**config.mk**
```make
export PLATFORM = sky130hd
export DESIGN_NAME = ecc_12_wr_enc
export DESIGN_NICKNAME = d
export VERILOG_FILES = /design/src/rtl/ecc12_pkg.sv /design/src/rtl/ecc_skid_buf.sv /design/src/rtl/ecc_12_wr_enc.sv
export SDC_FILE = /design/constraint.sdc
export NUM_CORES = 1
export LEC_CHECK = 0
export CAP_MARGIN = 20
export CORE_MARGIN = 10
export CORE_UTILIZATION = 40
export DETAILED_ROUTE_END_ITERATION = 16
export HOLD_SLACK_MARGIN = 0.02
export PLACE_DENSITY = 0.68
export SYNTH_ARGS = -nofsm -noshare
export SYNTH_HDL_FRONTEND = slang
export SYNTH_SLANG_ARGS = --single-unit
export TNS_END_PERCENT = 1
```
**constraint.sdc**
```tcl
create_clock -name clk -period 3.05 [get_ports clk]
set_input_delay 0.305 -clock clk [delete_from_list [all_inputs] [get_ports clk]]
set_output_delay 0.305 -clock clk [all_outputs]
set_load 0.02 [all_outputs]
```
**src/rtl/ecc12_pkg.sv**
```systemverilog
// Shared definitions for the 12-bit FIFO ECC path.
// Parity function is common to the write encoder and read checker.
package ecc12_pkg;

  localparam int DATA_W = 12;
  localparam int PAR_W  = 6;
  localparam int CW_W   = 18;

  typedef enum logic [1:0] {
    INJ_NONE   = 2'b00,
    INJ_SINGLE = 2'b01,
    INJ_DOUBLE = 2'b10,
    INJ_RSVD   = 2'b11
  } inj_mode_e;

  typedef enum logic {
    ST_IDLE  = 1'b0,
    ST_ARMED = 1'b1
  } inj_state_e;

  function automatic logic [PAR_W-1:0] ecc12_parity(
    input logic [DATA_W-1:0] d
  );
    logic [PAR_W-1:0] p;
    p[0] = d[0] ^ d[1] ^ d[3] ^ d[4] ^ d[6] ^ d[8] ^ d[10] ^ d[11];
    p[1] = d[0] ^ d[2] ^ d[3] ^ d[5] ^ d[6] ^ d[9] ^ d[10];
    p[2] = d[1] ^ d[2] ^ d[3] ^ d[7] ^ d[8] ^ d[9] ^ d[10];
    p[3] = d[4] ^ d[5] ^ d[6] ^ d[7] ^ d[8] ^ d[9] ^ d[10];
    p[4] = d[11];
    p[5] = d[0] ^ d[1] ^ d[2] ^ d[4] ^ d[5] ^ d[7] ^ d[10] ^ d[11];
    return p;
  endfunction

endpackage

```
**src/rtl/ecc_skid_buf.sv**
```systemverilog
// Two-entry valid/ready skid buffer with a registered ready.
// Ready means the skid slot is empty, so accepts never need it.
module ecc_skid_buf #(
  parameter int W = 18
) (
  input  logic         clk,
  input  logic         rst_n,
  input  logic         in_valid,
  output logic         in_ready,
  input  logic [W-1:0] in_data,
  output logic         out_valid,
  input  logic         out_ready,
  output logic [W-1:0] out_data
);

  logic         out_valid_q;
  logic         out_valid_d;
  logic         skid_valid_q;
  logic         skid_valid_d;
  logic         in_ready_q;
  logic         in_ready_d;
  logic [W-1:0] out_data_q;
  logic [W-1:0] out_data_d;
  logic [W-1:0] skid_data_q;
  logic [W-1:0] skid_data_d;
  logic         acc;
  logic         out_free;

  always_comb begin
    acc          = in_valid & in_ready_q;
    out_free     = ~out_valid_q | out_ready;
    out_valid_d  = out_valid_q;
    out_data_d   = out_data_q;
    skid_valid_d = skid_valid_q;
    skid_data_d  = skid_data_q;
    if (out_free) begin
      if (skid_valid_q) begin
        out_valid_d  = 1'b1;
        out_data_d   = skid_data_q;
        skid_valid_d = 1'b0;
      end else if (acc) begin
        out_valid_d = 1'b1;
        out_data_d  = in_data;
      end else begin
        out_valid_d = 1'b0;
      end
    end else if (acc) begin
      skid_valid_d = 1'b1;
      skid_data_d  = in_data;
    end
    in_ready_d = ~skid_valid_d;
  end

  always_ff @(posedge clk or negedge rst_n) begin
    if (!rst_n) begin
      out_valid_q  <= 1'b0;
      skid_valid_q <= 1'b0;
      in_ready_q   <= 1'b0;
      out_data_q   <= '0;
      skid_data_q  <= '0;
    end else begin
      out_valid_q  <= out_valid_d;
      skid_valid_q <= skid_valid_d;
      in_ready_q   <= in_ready_d;
      out_data_q   <= out_data_d;
      skid_data_q  <= skid_data_d;
    end
  end

  assign in_ready  = in_ready_q;
  assign out_valid = out_valid_q;
  assign out_data  = out_data_q;

endmodule

```
**src/rtl/ecc_12_wr_enc.sv**
```systemverilog
// Write-side ECC encoder: parity generation, one-shot error
// injection and a saturating word counter ahead of FIFO storage.
module ecc_12_wr_enc
  import ecc12_pkg::*;
#(
  parameter int DATA_WIDTH   = DATA_W,
  parameter int PARITY_WIDTH = PAR_W,
  parameter int CNT_WIDTH    = 16
) (
  input  logic                    clk,
  input  logic                    rst_n,
  input  logic                    s_valid,
  output logic                    s_ready,
  input  logic [DATA_WIDTH-1:0]   s_data,
  output logic                    m_valid,
  input  logic                    m_ready,
  output logic [DATA_WIDTH-1:0]   m_data,
  output logic [PARITY_WIDTH-1:0] m_parity,
  input  logic                    inj_arm,
  input  logic [1:0]              inj_mode,
  input  logic [4:0]              inj_pos,
  output logic                    inj_busy,
  output logic                    inj_err,
  input  logic                    cnt_clr,
  output logic [CNT_WIDTH-1:0]    word_cnt
);

  inj_state_e          state_q;
  inj_state_e          state_d;
  inj_mode_e           mode_q;
  inj_mode_e           mode_d;
  logic [4:0]          pos_q;
  logic [4:0]          pos_d;
  logic [4:0]          pos2;
  logic                inj_err_q;
  logic                inj_err_d;
  logic [CNT_WIDTH-1:0] cnt_q;
  logic [CNT_WIDTH-1:0] cnt_d;
  logic                acc;
  logic                pos_ok;
  logic                mode_ok;
  logic                arm_ok;
  logic [CW_W-1:0]     flip;
  logic [CW_W-1:0]     cw_in;
  logic [CW_W-1:0]     cw_out;

  always_comb begin
    acc     = s_valid & s_ready;
    pos_ok  = inj_pos <= 5'd17;
    mode_ok = (inj_mode == INJ_SINGLE) | (inj_mode == INJ_DOUBLE);
    arm_ok  = inj_arm & pos_ok & mode_ok;
  end

  always_ff @(posedge clk or negedge rst_n) begin
    if (!rst_n) begin
      state_q   <= ST_IDLE;
      mode_q    <= INJ_NONE;
      pos_q     <= '0;
      inj_err_q <= 1'b0;
      cnt_q     <= '0;
    end else begin
      state_q   <= state_d;
      mode_q    <= mode_d;
      pos_q     <= pos_d;
      inj_err_q <= inj_err_d;
      cnt_q     <= cnt_d;
    end
  end

  // A new arm always wins over the return to idle on accept.
  always_comb begin
    state_d   = state_q;
    mode_d    = mode_q;
    pos_d     = pos_q;
    inj_err_d = inj_arm & ~pos_ok;
    if (arm_ok) begin
      state_d = ST_ARMED;
      mode_d  = inj_mode_e'(inj_mode);
      pos_d   = inj_pos;
    end else if (state_q == ST_ARMED && acc) begin
      state_d = ST_IDLE;
    end
  end

  always_comb begin
    inj_busy = (state_q == ST_ARMED);
    inj_err  = inj_err_q;
  end

  always_comb begin
    pos2 = (pos_q == 5'd17) ? 5'd0 : pos_q + 5'd1;
    flip = '0;
    if (state_q == ST_ARMED) begin
      flip = CW_W'(1) << pos_q;
      if (mode_q == INJ_DOUBLE) begin
        flip = flip | (CW_W'(1) << pos2);
      end
    end
    cw_in = {ecc12_parity(s_data), s_data} ^ flip;
  end

  always_comb begin
    cnt_d = cnt_q;
    if (cnt_clr) begin
      cnt_d = '0;
    end else if (acc && !(&cnt_q)) begin
      cnt_d = cnt_q + 1'b1;
    end
  end

  ecc_skid_buf #(
    .W(CW_W)
  ) u_skid (
    .clk      (clk),
    .rst_n    (rst_n),
    .in_valid (s_valid),
    .in_ready (s_ready),
    .in_data  (cw_in),
    .out_valid(m_valid),
    .out_ready(m_ready),
    .out_data (cw_out)
  );

  assign m_data   = cw_out[DATA_WIDTH-1:0];
  assign m_parity = cw_out[CW_W-1:DATA_WIDTH];
  assign word_cnt = cnt_q;

endmodule

```
==> metrics.md, run 1 <==
| Metric | Value |
|---|---|
| CORE AREA | 9200 sq um |
| Die Width | 117 microns |
| Largest cells by area after synthesis | dfrtp_1 (42%), xor2_1 (6.3%), xnor2_1 (5.6%), o21ai_0 (4.8%), nand2_1 (4.6%) |
| DRC Markers | 0 |
| Netlist Area Pre-Place | 3780 sq um |
| CP Cell Sequence | ha_1, ha_1, and3b_1, o21a_1, o211a_1, o21ai_0, xor2_1, o21ai_0, mux2_2 |
| Mean Syn Cell Area | 8.99 sq um |
| Slew headroom | 0.455 |
| Clk sink count | 64 |
| IR drop worst, VDD | 0.276 mV |
| Nets@finish | 511 |
| HPWL after DPL | 7120 microns |
| Deepest clock path buffer count | 2 |
| Max Slew Vio Count | 0 |
| PD cells | 666 nW/um^2 |
| Rows | 35 |
| Max Cap Violations | 0 |
| Setup violators final | 0 |
| Total nets after synthesis | 452 |
| Leak Pwr | 0.00201 uW |
| Main synth FF type | dfrtp_1 |
| Worst skew pair latency | 0.35 ns |
| Final hold violations | 0 |
| Req. time, crit path | 3.28 ns |
| Worst reg2reg setup slack | 0.39 ns |
| Clock-pin slew on the worst setup and hold paths | 0.07 ns |
| CP endpoint kind | flip-flop |
| Total number of vias | 3220 |
| Fmax | 0.376 GHz |
| Final Skew | 0.0131 ns |
| CTS root buf | clkbuf_8 |
| Die Area | 13700 sq um |
| IO Port Bufs | 62 |
| Post-synthesis sequential area ratio | 0.424 |
| First-pass GRT wire length | 15700 microns |
| Resize count post-CTS | 0 |
| Detailed Routing Iterations Pass 1 | 5 |
| Hold Crit Class | in -> async |
| Least-Margin Pin Slew | 0.818 ns |
| Outcome | complete, no violations |
| Via-to-Cell Ratio | 5.41 |
| Commonest non-fill, non-tap cells in the layout | dfrtp_1 (64), clkdlybuf4s50_1 (61), nand2_1 (46), o21ai_0 (36), nor2_1 (35) |
| Post-Syn Instances | 420 |
| Drt initial violations | 174 |
| WL/cell | 16.3 microns |
| Non-Filler Instances | 595 |
| Ys Warns | 0 |
| Period minus WS final | 2.66 ns |
| Slowest cell on crit path | dfrtp_1 |
| CTS tree | done |
| Synth-to-Final Area Change | 24.9% |
| Async set-reset flop share out of synthesis | 1.00 |
| EDFF count, synth | 0 |
| Antenna cells | 0 |
| Synth top area share | 0.424 |
| Slowest stage delay, CP | 0.50 ns |
| Post-CTS setup buffers | 0 |
| CTS Hold Buffers Added | 0 |
| Initial core utilization | 0.411 |
| #FFs+latches synth | 64 |
| Post-synth cell types | 47 |
| Total track usage | 0.143 |
| Worst Path Class, Setup | reg -> reg |
| Layout cell share with drive strength beyond 1 | 0.0806 |
| Vias in the first global route | 3158 |
| Unrepaired setup endpoints after global routing | no |
| Initial antenna violation count | 0 |
| Setup TNS | 0 ns |
| Critical Path AT | 2.89 ns |
| Overflow after GRT | 0 |
| Total CTS buffers | 9 |
| Routed Antenna Nets | 0 |
| Placer Congestion | 0.898 |
| Most common cell after layout, fill and taps aside | dfrtp_1 |
| H-tree levels | 3 |
| WL final | 9710 microns |
| Setup crit start kind | flip-flop |
| Tcrit/Tclk final | 0.872 |
| Dpl cells | 579 |
| I/O pin count | 63 |
| Final-layout fill cell count | 867 |
| Largest net degree at the start of global routing | 65 |
| Maximum fanout along the worst path | 10 |
| Cell taking the most area after synthesis | dfrtp_1 |
| Die Y | 117 microns |
per-stage QoR:
step	hold WS (ns)	setup WS [ns]	power (uW)	utilization	cell area, sq um
detailed placement	0.469	0.402	2320	0.488	4490
global route	0.196	0.160	3340	0.513	4720
global placement	0.453	0.470	2300	0.488	4490
finish	0.125	0.390	3140	0.513	4720
floorplan	0.00941	0.638	1890	-	3780
CTS	0.169	0.386	3170	0.513	4720
logic make-up (layout without fill, tap and decap cells):
logic type | after synthesis | count (layout) | synth area share
adder cells (fa/ha/maj) | 7 | 7 | 0.0232
flip-flops | 64 | 64 | 0.424
XOR/XNOR | 51 | 51 | 0.118
multiplexers | 15 | 15 | 0.0437
AO/OA/AOI/OAI | 100 | 100 | 0.163
buffers and inverters | 34 | 98 | 0.0384
AND/OR/NAND/NOR | 149 | 149 | 0.190
path summary, 6_finish.rpt:
check	from	endpoint	cells after the start
worst max-delay path	pos_q[0]	u_skid.out_data[0]	9
worst min-delay path	rst_n	u_skid.out_valid	2
worst max register to register	pos_q[0]	u_skid.out_data[0]	9
worst min register to register	u_skid.skid_data_q[13]	u_skid.skid_data_q[13]	2
max in group asynchronous	rst_n	pos_q[0]	2
min in group clk	u_skid.skid_data_q[13]	u_skid.skid_data_q[13]	2
per-layer routing:
layer	track usage	routed length (microns)	vias up
li1	-	-	1591
met1	0.189	4570	1519
met2	0.220	4300	102
met3	0.0438	744	8
met4	0.0404	102	0
met5	0	0	-
registers in the layout, summed over array words and instances (netlist names):
signal / count
u_skid.out_data: 18
u_skid.skid_data_q: 18
word_cnt: 16
pos_q: 5
mode_q: 2
inj_busy: 1
inj_err: 1
u_skid.in_ready: 1
u_skid.out_valid: 1
u_skid.skid_valid_q: 1
synth_stat cells, types with 7 or more instances:
cell	n
dfrtp_1	64
mux2_2	12
inv_1	13
clkbuf_1	12
nor2_1	35
nor3_1	13
a21oi_1	28
xnor2_1	24
xor2_1	27
nand2_1	46
ha_1	7
o21ai_0	36
nand3_1	15
and3_1	15
worst max-delay path: cells and delay by family (launching register included):
kind                     cells  cell delay, ns
AO/OA/AOI/OAI                4            0.61
XOR/XNOR                     1            0.19
adder cells (fa/ha/maj)      2            0.73
flip-flops                   1            0.50
multiplexers                 1            0.26
AND/OR/NAND/NOR              1            0.25
report_power, final:
part	leakage [uW]	switching, uW	total (uW)	internal (uW)
combinational	0.00109	629	1110	485
clock	0.000117	356	843	487
sequential	0.000795	139	1190	1050
final cells by class:
type	instances	area (sq um)	share of cell area
repair buffers	69	668	0.142
clock inverters	6	91.3	0.0194
flip-flops and latches	64	1600	0.340
multi-input cells	322	2030	0.431
inverters	13	48.8	0.0103
clock buffers	10	138	0.0292
well taps	111	139	0.0294
No activity file was read; power rests on OpenSTA's default activity.
==> run 2, diff against run 1 <==
--- a/config.mk
+++ b/config.mk
@@ -9,8 +9,10 @@
 export CORE_MARGIN = 10
 export CORE_UTILIZATION = 40
 export DETAILED_ROUTE_END_ITERATION = 16
+export DONT_BUFFER_PORTS = 1
 export HOLD_SLACK_MARGIN = 0.02
-export PLACE_DENSITY = 0.68
+export PLACE_DENSITY = 0.59
+export REMOVE_ABC_BUFFERS = 1
 export SYNTH_ARGS = -nofsm -noshare
 export SYNTH_HDL_FRONTEND = slang
 export SYNTH_SLANG_ARGS = --single-unit
==> metrics.md, run 2 (synthesized netlist as in run 1, its figures left out) <==
| Metric | Value |
|---|---|
| Hold Crit Class | in -> reg |
| Crit path depth | 9 (unchanged) |
| Synth-to-Final Area Change | 9.64% |
| Setup crit start kind | flip-flop |
| Critical Path AT | 2.92 ns (+0.03 ns) |
| WL/cell | 18.1 microns (+11%) |
| Finished Cell Area | 4140 sq um (-12%) |
| Detailed Routing Iterations Pass 1 | 4 (-1) |
| IR drop worst, VDD | 0.452 mV (+64%) |
| Setup violators final | 0 (unchanged) |
| PD cells | 704 nW/um^2 (+5.7%) |
| Worst r2r src | pos_q[0] |
| Post-CTS setup buffers | 0 (unchanged) |
| CTS root buf | clkbuf_8 |
| Reg2Reg Capture Point | u_skid.out_data[0] |
| Largest net degree at the start of global routing | 65 (unchanged) |
| Critical Path Start | pos_q[0] |
| Clk sink count | 64 (unchanged) |
| Final worst slack | 0.351 ns (-0.0387 ns) |
| Crit path buf inv count | 0 (unchanged) |
| IO Port Bufs | 0 (-100%) |
| Resize count post-CTS | 0 (unchanged) |
| Tcrit/Tclk final | 0.885 (+0.0127) |
| Worst path top cell family by delay | adder cells |
| WHS Path Cells | 1 |
| Maximum fanout along the worst path | 10 (unchanged) |
| Die Y | 117 microns (unchanged) |
| Die Width | 117 microns (unchanged) |
| Rows | 35 (unchanged) |
| Total number of vias | 3033 (-5.8%) |
| DRC Markers | 0 (unchanged) |
| Slowest cell on crit path | dfrtp_1 |
| WL final | 9710 microns (about the same) |
| FF-to-FF path depth | 9 (unchanged) |
| Unrepaired setup endpoints after global routing | no |
| Commonest non-fill, non-tap cells in the layout | dfrtp_1 (64), nand2_1 (46), o21ai_0 (36), nor2_1 (35), a21oi_1 (28) |
| Vias in the first global route | 2990 (-5.3%) |
| Max Slew Vio Count | 0 (unchanged) |
| Overflow after GRT | 0 (unchanged) |
| HPWL after DPL | 7250 microns (+1.8%) |
| Period minus WS final | 2.70 ns (+0.0387 ns) |
| CORE AREA | 9200 sq um (unchanged) |
| Drt initial violations | 272 (+56%) |
| CTS tree | done |
| Routed Antenna Nets | 0 (unchanged) |
| Placer Congestion | 0.871 (-3.1%) |
| Dpl ws | 0.366 ns (-0.0360 ns) |
| CTS Hold Buffers Added | 3 (+3) |
| Fmax | 0.371 GHz (-1.4%) |
| Setup TNS | 0 ns (unchanged) |
| Initial core utilization | 0.411 (unchanged) |
| H-tree levels | 3 (unchanged) |
| Worst setup endpoint | u_skid.out_data[0] |
| Initial antenna violation count | 0 (unchanged) |
| Via-to-Cell Ratio | 5.67 (+4.8%) |
| Antenna cells | 0 (unchanged) |
| Post-placement cell area | 3860 sq um (-14%) |
| Clock-pin slew on the worst setup and hold paths | 0.07 ns (about the same) |
| Die Area | 13700 sq um (unchanged) |
| I/O pin count | 63 (unchanged) |
| Deepest clock path buffer count | 2 (unchanged) |
| Total CTS buffers | 9 (unchanged) |
| CP endpoint kind | flip-flop |
| Most common cell after layout, fill and taps aside | dfrtp_1 |
| Slowest stage delay, CP | 0.50 ns (about the same) |
| Leak Pwr | 0.00179 uW (-11%) |
| Final Skew | 0.00924 ns (-0.00387 ns) |
| Total track usage | 0.148 (+0.00535) |
| CP Cell Sequence | ha_1, ha_1, and3b_1, o21a_1, o211a_1, o21ai_0, xor2_1, o21ai_0, mux2_2 |
| Slew headroom | 0.545 (+0.0905) |
| Worst Path Class, Setup | reg -> reg |
| Worst skew pair latency | 0.34 ns (about the same) |
| Final hold violations | 0 (unchanged) |
| Layout cell share with drive strength beyond 1 | 0.0896 (+0.00904) |
| Outcome | complete, no violations |
| First-pass GRT wire length | 16000 microns (+2.4%) |
| Least-Margin Pin Slew | 0.682 ns (-0.136 ns) |
| Req. time, crit path | 3.27 ns (about the same) |
| Nets@finish | 451 (-12%) |
| Worst reg2reg setup slack | 0.35 ns (-0.04 ns) |
| Max Cap Violations | 0 (unchanged) |
[run 2: cell types whose count changed in the layout (fill, tap and decap cells not counted)]
cell	delta
dlygate4sd3_1	+2
buf_16	+1
buf_4	-1
buf_2	-1
clkdlybuf4s50_1	-61
[run 2: per-stage QoR]
| step | util | std cells | total power, uW | hold WS (ns) |
|---|---|---|---|---|
| 4_1_cts | 0.450 | 535 | 2960 | 0.0381 |
| 6_report | 0.450 | 535 | 2920 | 0.0496 |
| 2_1_floorplan | - | 399 | 1860 | 0.00941 |
| 3_3_place_gp | 0.420 | 516 | 2070 | 0.0124 |
| 3_5_place_dp | 0.420 | 516 | 2090 | 0.0126 |
| 5_1_grt | 0.450 | 535 | 3130 | 0.0378 |
[run 2: worst min path at each step]
stage,from,endpoint,slack [ns]
floorplan,rst_n,inj_busy,0.009
global placement,rst_n,u_skid.in_ready,0.01
detailed placement,rst_n,u_skid.in_ready,0.01
CTS,inj_mode[0],mode_q[1],0.04
global route,inj_mode[0],mode_q[1],0.04
finish,inj_mode[0],mode_q[1],0.05
[run 2: metal layers]
layer	wire, microns	track usage
met2	4500	0.223
met3	854	0.0566
met1	4260	0.195
met5	0	0
met4	92	0.0387
[run 2: layout make-up]
type / instances / area (sq um)
repair buffers: 9 / 92.6
inverters: 13 / 48.8
well taps: 111 / 139
clock buffers: 10 / 138
fillers: 890 / 5050
clock inverters: 6 / 91.3
multi-input cells: 322 / 2030
flip-flops and latches: 64 / 1600
[run 2: power breakdown]
group	switching (uW)	internal [uW]	leakage [uW]
sequential	285	1050	0.000795
clock	342	487	0.000117
combinational	449	307	0.000877
==> run 3, diff against run 2 <==
--- a/config.mk
+++ b/config.mk
@@ -13,6 +13,7 @@
 export HOLD_SLACK_MARGIN = 0.02
 export PLACE_DENSITY = 0.59
 export REMOVE_ABC_BUFFERS = 1
+export SLEW_MARGIN = 15
 export SYNTH_ARGS = -nofsm -noshare
 export SYNTH_HDL_FRONTEND = slang
 export SYNTH_SLANG_ARGS = --single-unit
==> results of run 3 <==
The final DEF is identical to that of run 2; final timing and power are the same.
